--- config.mk ---
export PLATFORM = sky130hd
export DESIGN_NAME = i2s_dac_tx
export DESIGN_NICKNAME = d
export VERILOG_FILES = /design/src/rtl/i2s_dac_tx.sv
export SDC_FILE = /design/constraint.sdc
export NUM_CORES = 1
export LEC_CHECK = 0
export ABC_CLOCK_PERIOD_IN_PS = 6850
export CAP_MARGIN = 5
export CORE_ASPECT_RATIO = 1.75
export CORE_MARGIN = 2
export CORE_UTILIZATION = 23
export CTS_CLUSTER_SIZE = 24
export DETAILED_ROUTE_END_ITERATION = 7
export GPL_TIMING_DRIVEN = 1
export PLACE_DENSITY = 0.37
export SYNTH_ARGS = -nofsm -noshare
export SYNTH_HDL_FRONTEND = slang
export SYNTH_SLANG_ARGS = --single-unit
--- constraint.sdc ---
create_clock -name clk -period 6.85 [get_ports clk]
set_input_delay 0.685 -clock clk [delete_from_list [all_inputs] [get_ports clk]]
set_output_delay 0.685 -clock clk [all_outputs]
set_load 0.1 [all_outputs]
--- src/rtl/i2s_dac_tx.sv ---
// i2s_dac_tx: serialises signed 32-bit mono samples as Philips I2S frames.
// Samples enter through a small first-word-fall-through FIFO; one word is
// popped per 64-bclk frame and sent in both the left and the right slot.
// bclk/lrck are derived from clk and free-run; an empty FIFO at the frame
// boundary sends a silent frame and raises an underrun pulse.
module i2s_dac_tx #(
  parameter int BCLK_DIV    = 4,
  parameter int SAMPLE_BITS = 24,
  parameter int FIFO_AW     = 3
) (
  input  logic               clk,
  input  logic               reset,
  input  logic [31:0]        in_sample,
  input  logic               in_valid,
  output logic               in_ready,
  output logic               bclk,
  output logic               lrck,
  output logic               sdata,
  output logic               frame_start,
  output logic               underrun,
  output logic [FIFO_AW:0]   fifo_level
);

  localparam int                 Depth     = 2 ** FIFO_AW;
  localparam int                 DivW      = (BCLK_DIV > 1) ? $clog2(BCLK_DIV) : 1;
  localparam logic [DivW-1:0]    DivLast   = DivW'(BCLK_DIV - 1);
  localparam logic [FIFO_AW:0]   LevelFull = (FIFO_AW + 1)'(Depth);
  // Keeps the SAMPLE_BITS MSBs of a slot; the rest is sent as zero.
  localparam logic [31:0]        KeepMask  = 32'hFFFF_FFFF << (32 - SAMPLE_BITS);

  logic [DivW-1:0]    div_q, div_d;
  logic               bclk_q, bclk_d;
  logic               lrck_q, lrck_d;
  logic               sdata_q, sdata_d;
  logic               fs_q, fs_d;
  logic               ur_q, ur_d;
  logic [5:0]         pos_q, pos_d;
  logic [63:0]        shift_q, shift_d;
  logic [FIFO_AW-1:0] wr_ptr_q, wr_ptr_d;
  logic [FIFO_AW-1:0] rd_ptr_q, rd_ptr_d;
  logic [FIFO_AW:0]   level_q, level_d;
  logic [31:0]        mem_q [Depth];

  logic        div_end;
  logic        tick;
  logic        pop_slot;
  logic        fifo_empty;
  logic        push;
  logic        pop;
  logic [31:0] head_word;

  assign div_end    = (div_q == DivLast);
  assign tick       = div_end && bclk_q;          // bclk falling edge
  assign pop_slot   = tick && (pos_q == 6'd63);   // position wraps to 0
  assign fifo_empty = (level_q == '0);
  assign in_ready   = (level_q != LevelFull);
  assign push       = in_valid && in_ready;
  assign pop        = pop_slot && !fifo_empty;
  assign head_word  = mem_q[rd_ptr_q] & KeepMask;

  // Next-state for divider, serialiser and FIFO bookkeeping.
  always_comb begin
    // NOTE: every _d starts as its _q so no path leaves a variable unassigned (no latch).
    div_d    = div_q;
    bclk_d   = bclk_q;
    lrck_d   = lrck_q;
    sdata_d  = sdata_q;
    fs_d     = 1'b0;
    ur_d     = 1'b0;
    pos_d    = pos_q;
    shift_d  = shift_q;
    wr_ptr_d = wr_ptr_q;
    rd_ptr_d = rd_ptr_q;
    level_d  = level_q;

    if (div_end) begin
      div_d  = '0;
      bclk_d = ~bclk_q;
    end else begin
      div_d  = div_q + DivW'(1);
    end

    if (tick) begin
      pos_d   = pos_q + 6'd1;
      lrck_d  = pos_d[5];
      // The MSB of the shifter goes out one bclk after it was loaded, which
      // gives the I2S one-bit delay and puts the last LSB at position 0.
      sdata_d = shift_q[63];
      if (pop_slot) begin
        fs_d    = 1'b1;
        ur_d    = fifo_empty;
        shift_d = pop ? {head_word, head_word} : '0;
      end else begin
        shift_d = {shift_q[62:0], 1'b0};
      end
    end

    if (push) wr_ptr_d = wr_ptr_q + FIFO_AW'(1);
    if (pop)  rd_ptr_d = rd_ptr_q + FIFO_AW'(1);

    case ({push, pop})
      2'b10:   level_d = level_q + (FIFO_AW + 1)'(1);
      2'b01:   level_d = level_q - (FIFO_AW + 1)'(1);
      default: level_d = level_q;
    endcase
  end

  // State registers with synchronous reset; reset aborts any frame in flight.
  always_ff @(posedge clk) begin
    if (reset) begin
      div_q    <= '0;
      bclk_q   <= 1'b0;
      lrck_q   <= 1'b1;
      sdata_q  <= 1'b0;
      fs_q     <= 1'b0;
      ur_q     <= 1'b0;
      pos_q    <= 6'd63;
      shift_q  <= '0;
      wr_ptr_q <= '0;
      rd_ptr_q <= '0;
      level_q  <= '0;
    end else begin
      div_q    <= div_d;
      bclk_q   <= bclk_d;
      lrck_q   <= lrck_d;
      sdata_q  <= sdata_d;
      fs_q     <= fs_d;
      ur_q     <= ur_d;
      pos_q    <= pos_d;
      shift_q  <= shift_d;
      wr_ptr_q <= wr_ptr_d;
      rd_ptr_q <= rd_ptr_d;
      level_q  <= level_d;
    end
  end

  // FIFO storage write port.
  always_ff @(posedge clk) begin
    // NOTE: storage is not reset; the pointers and level define which entries are valid.
    if (push) mem_q[wr_ptr_q] <= in_sample;
  end

  assign bclk        = bclk_q;
  assign lrck        = lrck_q;
  assign sdata       = sdata_q;
  assign frame_start = fs_q;
  assign underrun    = ur_q;
  assign fifo_level  = level_q;

endmodule

# Yosys cells after proc, flatten, opt, wreduce, memory -nomap -nowiden
# Memories as Yosys holds them, arrays and structs flattened. A register that Yosys moved wholly into a read port is not among the register bits.
# Index checks and enable logic that the tools add are counted.
totals:
  register_bits: 87
  ram_bits: 256
  inputBits: 35
  output_inout_bits: 10
  wordCells: 44
  n_memories: 1
memory_table:
  columns: ["memory", "words", "word_bits", "read_ports", "rd_ports_with_merged_regs", "write_ports", "line_no", "rtl"]
  rows:
  - ["mem_q", 8, 32, 1, 1, 1, "42", "logic [31:0] mem_q [Depth];"]
classes:
  add_sub_neg: 6
  n_eq_ne: 5
  muxes: 8
  n_bitwise: 3
  reduce_logical: 10
ops:
  columns: ["cell", "n"]
  rows:
  - ["$mux 64", 2]
  - ["$pmux 4 s2", 1]
  - ["$add 3x1->3 const B", 2]
  - ["$add 6x1->6 const B", 1]
  - ["$eq 6x6->1 const B", 1]
  - ["$mux 3", 2]
  - ["$add 4x1->4 const B", 1]
  - ["$eq 2x2->1 const B", 2]
  - ["$logic_and 1x1->1", 4]
  - ["$logic_not 4->1", 1]
  - ["$ne 4x4->1 const B", 1]
  - ["$reduce_or 2->1", 2]
  - ["$sub 4x1->4 const B", 1]
  - ["$mux 1", 3]
  - ["$not 1->1", 3]
  - ["$reduce_or 3->1", 1]
  - ["$add 2x1->2 const B", 1]
  - ["$eq 2x1->1 const B", 1]
  - ["$reduce_bool 2->1", 1]
  - ["$logic_not 1->1", 1]

# Depth between registers and ports, before layout
# Gate-level depths: netlist of the first run.
logic_depth:
  depth_word: 6
  ltp_mapped: 13
  mapped_depth_nobuf: 11

# Worst setup path before layout of the first run
# OpenSTA, ideal clock, no wires.
synth_timing:
  kind: "register to register"
  start: "reg level_q[0] (netlist: fifo_level[0])"
  end: "mem mem_q[0][10] (enable)"
  setup_time_ns: 0.467
  arrival_ns: 4.875
  t_required_ns: 6.383
  setup_slack_ns: 1.509
  path_stages_with_launch: 5
  path_buffers: 1
  synth_period_minus_slack_ns: 5.341
  path_cell_list: "dfxtp_1 -> or4b_2 -> clkbuf_1 -> nand2_2 -> nor4_1"
synth_between:
  elab_chain_cells: 4
synth_lines:
  columns: ["element", "line_no", "rtl"]
  rows:
  - ["start: declaration", "41", "logic [FIFO_AW:0] level_q, level_d;"]
  - ["start signal: assignment", "133", "level_q <= level_d;"]
  - ["$ne 4x4->1", "56", "assign in_ready = (level_q != LevelFull);"]
  - ["net in_ready", "15", "output logic in_ready,"]
  - ["$logic_and 1x1->1", "57", "assign push = in_valid && in_ready;"]
  - ["$mux 1", "140", "if (push) mem_q[wr_ptr_q] <= in_sample;"]
  - ["$mux 1 (not written as such)", "140", null]
  - ["end: declaration", "42", null]
# The timed path passes the listed nets, and every way through them passes these cells.

# Final worst setup path of the first run
layout_timing:
  start: "reg div_q[0]"
  end: "reg level_q[2] (netlist: fifo_level[2])"
layout_between:
  elab_chain_cells: 6
  elab_cells_between_ends: 8
  cone_classes: "eq/ne: 3; mux: 1; reduce/logical: 4"
layout_lines:
  columns: ["element", "line_no", "rtl"]
  rows:
  - ["start: declaration", "31", "logic [DivW-1:0] div_q, div_d;"]
  - ["start signal: assignment", "123", "div_q <= div_d;"]
  - ["$eq 2x2->1 (*)", "52", "assign div_end = (div_q == DivLast);"]
  - ["$logic_and 1x1->1 (*)", "53", "assign tick = div_end && bclk_q;"]
  - ["$logic_and 1x1->1 (*)", "54", "assign pop_slot = tick && (pos_q == 6'd63);"]
  - ["$logic_and 1x1->1 (*)", "58", "assign pop = pop_slot && !fifo_empty;"]
  - ["net pop", "49", "logic pop;"]
  - ["$eq 2x1->1 or $eq 2x2->1 (tied branches)", "101", "case ({push, pop})"]
  - ["$pmux 4 s2 or $reduce_bool 2->1 (tied branches)", null, null]
# Mark *: on every way through the listed nets, which the timed path passes. The rest lies on a longest branch.
# A chain may end at the register's enable or synchronous reset.

==> metrics.md, run 1 <==
| Metric | Value |
|---|---|
| Outcome | completed |
| Clock-pin slew of the registers on the worst-case setup and hold paths | ~60 ps |
| Delay contributed by the slowest stage of the critical path | 770 ps |
| Count of state elements after synthesis | 273 |
| Overflow left after global routing | 0 |
| Core area | 0.04403 mm2 |
| Die area | roughly 0.046 mm2 |
| Critical path start-end classification | reg -> reg |
| Row Count | 102 |
| CTS H-Tree Depth | 1 |
| Ys Warns | 0 |
| Detailed-placement wirelength estimate | about 13000 um |
| Maximum number of pins on one net before global-route repair | 57 |
| Remaining max-slew budget at the tightest pin | 34.04% |
| Maximum buffer depth of the clock tree | 3 |
| Share of async-settable or async-resettable flops after synthesis | 0% |
| Area growth from synthesis to layout | 18.43% |
| Unique masters post-synth | 40 |
| Total power after layout | around 3.4 mW |
| Port bufs | 36 |
| Iteration count of the initial detailed-routing pass | 4 |
| Dominant cell type by count on the critical path | sky130_fd_sc_hd__ha_1 |
| Largest clock skew in the final design | 16.59 ps |
| Fraction of layout instances using a drive strength above 1 | 19.32% |
| Placed Area | around 0.011 mm2 |
| CP Cell Sequence | ha_1 > and3_1 > nand4b_2 > inv_1 > ha_1 > xor2_1 > ha_1 > a21oi_1 > xor2_1 > or3_1 > a21oi_1 |
| RSZ-0062 raised after global routing | false |
| Main flop type after synthesis | sky130_fd_sc_hd__edfxtp_1 |
| Post-synthesis sequential area ratio | about 72% |
| Worst Path Buf+Inv | 1 |
| PostCTS Resize Cnt | 0 |
| Antenna Diode Count | 0 |
| Hold violation count in the final report | 0 |
| Top cells by instance count after synthesis | 192 x sky130_fd_sc_hd__edfxtp_1, 81 x sky130_fd_sc_hd__dfxtp_1, 48 x sky130_fd_sc_hd__mux4_2, 47 x sky130_fd_sc_hd__a221o_1, 30 x sky130_fd_sc_hd__nor3_1 |
| Max Freq | 286.2 MHz |
| Required time of the worst setup path | 7330 ps |
| Placed Cells | 1143 |
| Worst min-delay path class | reg -> reg |
| Cell chosen for the clock root | sky130_fd_sc_hd__clkbuf_16 |
| Nets | 642 |
| Total number of clock tree sinks | 273 |
| Post-Syn Nets | 598 |
| Average wire per standard cell | between 15 and 20 um |
| Most common cell in the synthesized netlist | sky130_fd_sc_hd__edfxtp_1 |
| Number of global-route vias before repair | 5569 |
| DRT Wirelength | 22910 um |
| Fillcell total | between 4000 and 5000 |
| Detailed router's first-iteration violation count | 328 |
| Global-route wire length before repair | 34730 um |
| Total standard cell area after synthesis | about 0.010 mm2 |
| Die extent in y | approximately 280 um |
| Arrival time at the worst endpoint | 3980 ps |
| Pins over their slew limit | 0 |
| Routed via count divided by cell count | 4.323 |
| Power density over the cells | ~280 mW/mm2 |
| Hold slack | 428.3 ps |
| Overall routing resource usage | 10.20% |
| Average size of a mapped cell | ~18 um2 |
| Die W | 163.3 um |
| Critical Path Sink Type | flop |
| Number of buffers inserted by post-CTS setup repair | 0 |
| Kind of start point of the critical path | flop |
| Clock buffers created by TritonCTS | 27 |
| Area contributors post-synth | sky130_fd_sc_hd__edfxtp_1 56%, sky130_fd_sc_hd__dfxtp_1 16%, sky130_fd_sc_hd__mux4_2 11%, sky130_fd_sc_hd__a221o_1 4.6%, sky130_fd_sc_hd__mux2i_1 2.5% |
| Clock period minus final worst setup slack | 3494 ps |
| Total vias in the final route | 5157 |
| Launching point of the worst reg2reg path | div_q[0]$_SDFF_PP0_ |
| TritonCTS clock tree | yes |
| Max Cap Violations | 0 |
| Number of design rule violations left after detail routing | 0 |
| Kind of cell adding the most delay to the critical path | simple AND/OR/NAND/NOR gates |
| Launch point of the worst hold path | div_q[0]$_SDFF_PP0_ |
| I/O pin count | 45 |
| Post-route core utilization | between 20 and 30% |
| Cell area after layout | 0.01210 mm2 |
| Static leakage | around 3.8 nW |
| Post-CTS Hold Buffers | 0 |
| Total negative slack for setup checks | 0 ps |
| Starting utilization of the core area | 23.21% |
| Antenna Nets Post-Route | 0 |
| Pin slew with the least headroom to its limit | 986.4 ps |
| Final count of negative-setup-slack endpoints | 0 |
| Clock latency on the worst-skew pair | 550 ps |
| Worst setup margin | 3356 ps |
| Maximum fanout along the worst path | 29 |
| Fraction of synthesized cell area taken by the top area cell type | 56.43% |
| Worst IR drop on VDD | 0.1536 mV |
| Initial antenna violation count | 0 |
| Number of synthesized flops with an enable pin | 192 |
| Placement-stage worst setup slack | 3285 ps |
| Cell Count, Final, Fillers Out | 1193 |
| Tcrit/Tclk final | 51.01% |
| Final weighted congestion of routability-driven global placement | 0.6926 |
| Syn Inst Count | 556 |
| Setup crit start | div_q[0]$_SDFF_PP0_ |
| Library cell occupying the most area in the post-synthesis netlist | sky130_fd_sc_hd__edfxtp_1 |
| Standard cell with the maximum stage delay on the critical path | sky130_fd_sc_hd__nand4b_2 |
==> placed cells by master, fill, tap and decap left out, types with 5 or more instances in the layout <==
cell / instances
sky130_fd_sc_hd__nor2_1: 11
sky130_fd_sc_hd__nand2b_1: 8
sky130_fd_sc_hd__clkbuf_8: 5
sky130_fd_sc_hd__clkbuf_1: 9
sky130_fd_sc_hd__clkdlybuf4s50_1: 36
sky130_fd_sc_hd__clkinv_2: 5
sky130_fd_sc_hd__clkbuf_16: 27
sky130_fd_sc_hd__mux4_2: 48
sky130_fd_sc_hd__xor2_1: 9
sky130_fd_sc_hd__buf_4: 15
sky130_fd_sc_hd__a21oi_1: 5
sky130_fd_sc_hd__nand2_1: 8
sky130_fd_sc_hd__ha_1: 7
sky130_fd_sc_hd__dfxtp_1: 79
sky130_fd_sc_hd__mux2i_1: 26
sky130_fd_sc_hd__nor3_1: 26
sky130_fd_sc_hd__a221o_1: 47
sky130_fd_sc_hd__edfxtp_1: 192
sky130_fd_sc_hd__a22o_1: 8
==> power by group <==
group / internal [mW] / switching (mW) / leakage (nW) / total, mW
registers: 1.80 / 0.0125 / 2.40 / 1.81
clock network: 0.821 / 0.611 / 0.424 / 1.43
logic: 0.0489 / 0.0808 / 0.963 / 0.130
total: 2.67 / 0.705 / 3.79 / 3.37
==> kinds of logic after synthesis <==
| family | synth area share [%] |
|---|---|
| AO/OA/AOI/OAI | 6.209 |
| multiplexers | 13.24 |
| adder cells (fa/ha/maj) | 0.8572 |
| AND/OR/NAND/NOR | 4.262 |
| flip-flops | 72.30 |
| XOR/XNOR | 1.029 |
| buffers and inverters | 2.106 |
==> routing by layer <==
metal	vias up	global-route usage (%)	wire length (um)	part of all wire [%]
met3	27	1.520	738	3.2
met2	78	20.60	13360	58
met5	-	0	0	0
met4	0	3.426	474	2.1
li1	2353	-	-	-
met1	2699	10.44	8337	36
==> worst paths after layout <==
check | to | slack (ps) | depth (start not counted)
worst min register to register | div_q[0]$_SDFF_PP0_ | 430 | 1
worst max register to register | fifo_level[2]$_SDFFE_PP0P_ | 3360 | 11
worst max-delay path | fifo_level[2]$_SDFFE_PP0P_ | 3360 | 11
worst min-delay path | div_q[0]$_SDFF_PP0_ | 430 | 1
==> sequential cells by signal, summed over array words and instances (netlist names), named ones only <==
| signal | flops |
|---|---|
| frame_start | 1 |
| div_q | 2 |
| underrun | 1 |
| lrck | 1 |
| shift_q | 56 |
| sdata | 1 |
| pos_q | 5 |
| fifo_level | 4 |
| wr_ptr_q | 3 |
| mem_q | 192 |
| rd_ptr_q | 3 |
| bclk | 1 |
==> cell type report <==
class / instances / area [um2] / share of cell area, %
Sequential cell: 273 / 7392 / 61.09
Multi-Input combinational cell: 245 / 2660 / 21.98
Clock buffer: 41 / 778.2 / 6.432
Tap cell: 572 / 715.7 / 5.915
Timing Repair Buffer: 51 / 473.0 / 3.909
Clock inverter: 9 / 73.82 / 0.6101
Inverter: 2 / 7.507 / 0.06204
Power figures use the tool's default switching activity.
==> run 2, diff against run 1 <==
- ABC_CLOCK_PERIOD_IN_PS: 6850 -> 2910
- PLACE_DENSITY: 0.37 -> 0.39
- clock period: 6.85 -> 2.91 ns (I/O delays scaled with it)
==> run 2 against run 1 <==
Net effect:
- non-clock buffer count is 5 higher
- sequential share of layout area decreased by 0.88 points
- first-iteration DRC count rose by 7.0%
- total power up 140%
- fmax up 26%
- clock skew decreased by 2.8 ps
- core utilization up 0.45 points
- critical path depth down 2
- worst hold slack better by 4.5 ps
- via count rose by 0.27%
==> metrics.md, run 2 (synthesis results as in run 1) <==
| Metric | Value |
|---|---|
| Biggest registers after layout | mem_q (192), shift_q (56), pos_q (5) (unchanged) |
| Fraction of layout instances using a drive strength above 1 | 23.40% (was 19.32%) |
| Final count of negative-setup-slack endpoints | 0 (unchanged) |
| Average wire per standard cell | 19.48 um (was 19.21 um) |
| I/O pin count | 45 (unchanged) |
| Outcome | completed (unchanged) |
| Overflow left after global routing | 0 (unchanged) |
| Routed via count divided by cell count | 4.324 (was 4.323) |
| Iteration count of the initial detailed-routing pass | 4 (unchanged) |
| Largest reg by FF count | mem_q (unchanged) |
| Maximum buffer depth of the clock tree | 3 (unchanged) |
| DRT Wirelength | 23290 um (was 22910 um) |
| Row Count | 102 (unchanged) |
| Total number of clock tree sinks | 273 (unchanged) |
| Detailed-placement wirelength estimate | 13580 um (was 12730 um) |
| Area growth from synthesis to layout | 20.35% (was 18.43%) |
| Cell Count, Final, Fillers Out | 1196 (was 1193) |
| Leading cell type in the layout, fill and taps excluded | sky130_fd_sc_hd__edfxtp_1 (unchanged) |
| Clock latency on the worst-skew pair | 540 ps (was 550 ps) |
| Die area | 0.04619 mm2 (unchanged) |
| Total power after layout | 8.217 mW (was 3.372 mW) |
| Commonest non-fill, non-tap cells in the layout | 192 x sky130_fd_sc_hd__edfxtp_1, 74 x sky130_fd_sc_hd__dfxtp_1, 48 x sky130_fd_sc_hd__mux4_2, 47 x sky130_fd_sc_hd__a221o_1 (was 192 x sky130_fd_sc_hd__edfxtp_1, 79 x sky130_fd_sc_hd__dfxtp_1, 48 x sky130_fd_sc_hd__mux4_2, 47 x sky130_fd_sc_hd__a221o_1, 36 x sky130_fd_sc_hd__clkdlybuf4s50_1) |
| Cell chosen for the clock root | sky130_fd_sc_hd__clkbuf_16 (unchanged) |
| Initial antenna violation count | 0 (unchanged) |
| Critical Path Sink Type | flop (unchanged) |
| Clock buffers created by TritonCTS | 26 (was 27) |
| Clock-pin slew of the registers on the worst-case setup and hold paths | 70 ps (was 60 ps) |
| Port bufs | 36 (unchanged) |
| Maximum fanout along the worst path | 8 (was 29) |
| Starting utilization of the core area | 23.21% (unchanged) |
| Arrival time at the worst endpoint | 3220 ps (was 3980 ps) |
| Critical path start-end classification | reg -> reg (unchanged) |
| PostCTS Resize Cnt | 0 (unchanged) |
| Pin slew with the least headroom to its limit | 584.7 ps (was 986.4 ps) |
| Worst min-delay path class | reg -> reg (unchanged) |
| Antenna Diode Count | 0 (unchanged) |
| Hold slack | 432.9 ps (was 428.3 ps) |
| CTS H-Tree Depth | 1 (unchanged) |
| Nets | 646 (was 642) |
| Largest clock skew in the final design | 13.76 ps (was 16.59 ps) |
| Max Cap Violations | 0 (unchanged) |
| Max Freq | 361.5 MHz (was 286.2 MHz) |
| Die W | 163.3 um (unchanged) |
| Kind of start point of the critical path | flop (unchanged) |
| Clock period minus final worst setup slack | 2766 ps (was 3494 ps) |
| Static leakage | 3.865 nW (was 3.786 nW) |
| Antenna Nets Post-Route | 0 (unchanged) |
| Power density over the cells | 668.2 mW/mm2 (was 278.7 mW/mm2) |
| Die extent in y | 282.8 um (unchanged) |
| Worst IR drop on VDD | 0.3335 mV (was 0.1536 mV) |
| Final weighted congestion of routability-driven global placement | 0.7063 (was 0.6926) |
| Total vias in the final route | 5171 (was 5157) |
| Required time of the worst setup path | 3370 ps (was 7330 ps) |
| Global-route wire length before repair | 35240 um (was 34730 um) |
| Number of design rule violations left after detail routing | 0 (unchanged) |
| Remaining max-slew budget at the tightest pin | 61.02% (was 34.04%) |
| Placed Cells | 1148 (was 1143) |
| Hold violation count in the final report | 0 (unchanged) |
| RSZ-0062 raised after global routing | false (unchanged) |
| TritonCTS clock tree | yes (unchanged) |
| Pins over their slew limit | 0 (unchanged) |
| Detailed router's first-iteration violation count | 351 (was 328) |
| Core area | 0.04403 mm2 (unchanged) |
| Number of global-route vias before repair | 5714 (was 5569) |
| Post-CTS Hold Buffers | 0 (unchanged) |
| Total negative slack for setup checks | 0 ps (unchanged) |
| Tcrit/Tclk final | 95.07% (was 51.01%) |
| Max FFs per register | 192 (unchanged) |
| Number of buffers inserted by post-CTS setup repair | 0 (unchanged) |
| Overall routing resource usage | 10.32% (was 10.20%) |
| Maximum number of pins on one net before global-route repair | 57 (unchanged) |
[run 2: cell types whose count changed in the layout (fill, tap and decap cells not counted), moves of 3 or more]
cell                              previous run  this run
sky130_fd_sc_hd__buf_4                      15        27
sky130_fd_sc_hd__nor3_2                      4         0
sky130_fd_sc_hd__clkdlybuf4s50_1            36        26
sky130_fd_sc_hd__bufinv_16                   1         4
sky130_fd_sc_hd__clkbuf_1                    9         2
sky130_fd_sc_hd__nor3_4                      0         4
sky130_fd_sc_hd__dfxtp_1                    79        74
sky130_fd_sc_hd__buf_12                      0         3
sky130_fd_sc_hd__dfxtp_2                     1         4
[run 2: cell type report]
| cell class | count | area [um2] |
|---|---|---|
| clock buffers | 34 | 752.0 |
| inverters | 2 | 7.507 |
| repair buffers | 56 | 523.0 |
| multi-input cells | 245 | 2710 |
| flip-flops and latches | 273 | 7403 |
| fillers | 4348 | 31730 |
| clock inverters | 14 | 185.2 |
| well taps | 572 | 715.7 |
[run 2: worst paths after layout]
path                               from                          to  slack (ps)  cells past startpoint
max          fifo_level[0]$_SDFFE_PP0P_  fifo_level[2]$_SDFFE_PP0P_         140                      9
min                 div_q[0]$_SDFF_PP0_         div_q[0]$_SDFF_PP0_         430                      1
max reg2reg  fifo_level[0]$_SDFFE_PP0P_  fifo_level[2]$_SDFFE_PP0P_         140                      9
min reg2reg         div_q[0]$_SDFF_PP0_         div_q[0]$_SDFF_PP0_         430                      1
[run 2: critical path, cell delays in order (launching register included)]
cell	delay (ps)
sky130_fd_sc_hd__dfxtp_2	360
sky130_fd_sc_hd__or4b_2	820
sky130_fd_sc_hd__nand2_8	190
sky130_fd_sc_hd__ha_2	250
sky130_fd_sc_hd__xor2_1	200
sky130_fd_sc_hd__ha_1	180
sky130_fd_sc_hd__a21oi_1	50
sky130_fd_sc_hd__xor2_1	150
sky130_fd_sc_hd__or3_1	320
sky130_fd_sc_hd__a21oi_1	180
[run 2: metrics by stage]
stage	utilization, %	cell area (um2)	worst slack [ps]
floorplan	-	10310	22.66
global placement	25.78	11350	277.2
detailed placement	25.78	11350	128.9
CTS	27.91	12290	110.5
global route	27.93	12300	21.34
finish	27.93	12300	143.6
[run 2: layer usage]
layer,wire (um),vias up,global-route usage (%),part of all wire (%)
met4,449,0,3.313,1.9
met1,8856,2725,11.04,38
li1,-,2361,-,-
met2,13330,64,20.35,57
met5,0,-,0,0
met3,662,21,1.535,2.8
[run 2: where the power goes]
| part | internal [mW] | total, mW | leakage (nW) | switching, mW |
|---|---|---|---|---|
| Combinational | 0.117 | 0.310 | 1.01 | 0.192 |
| Sequential | 4.23 | 4.26 | 2.40 | 0.0334 |
| Clock | 2.18 | 3.64 | 0.458 | 1.46 |
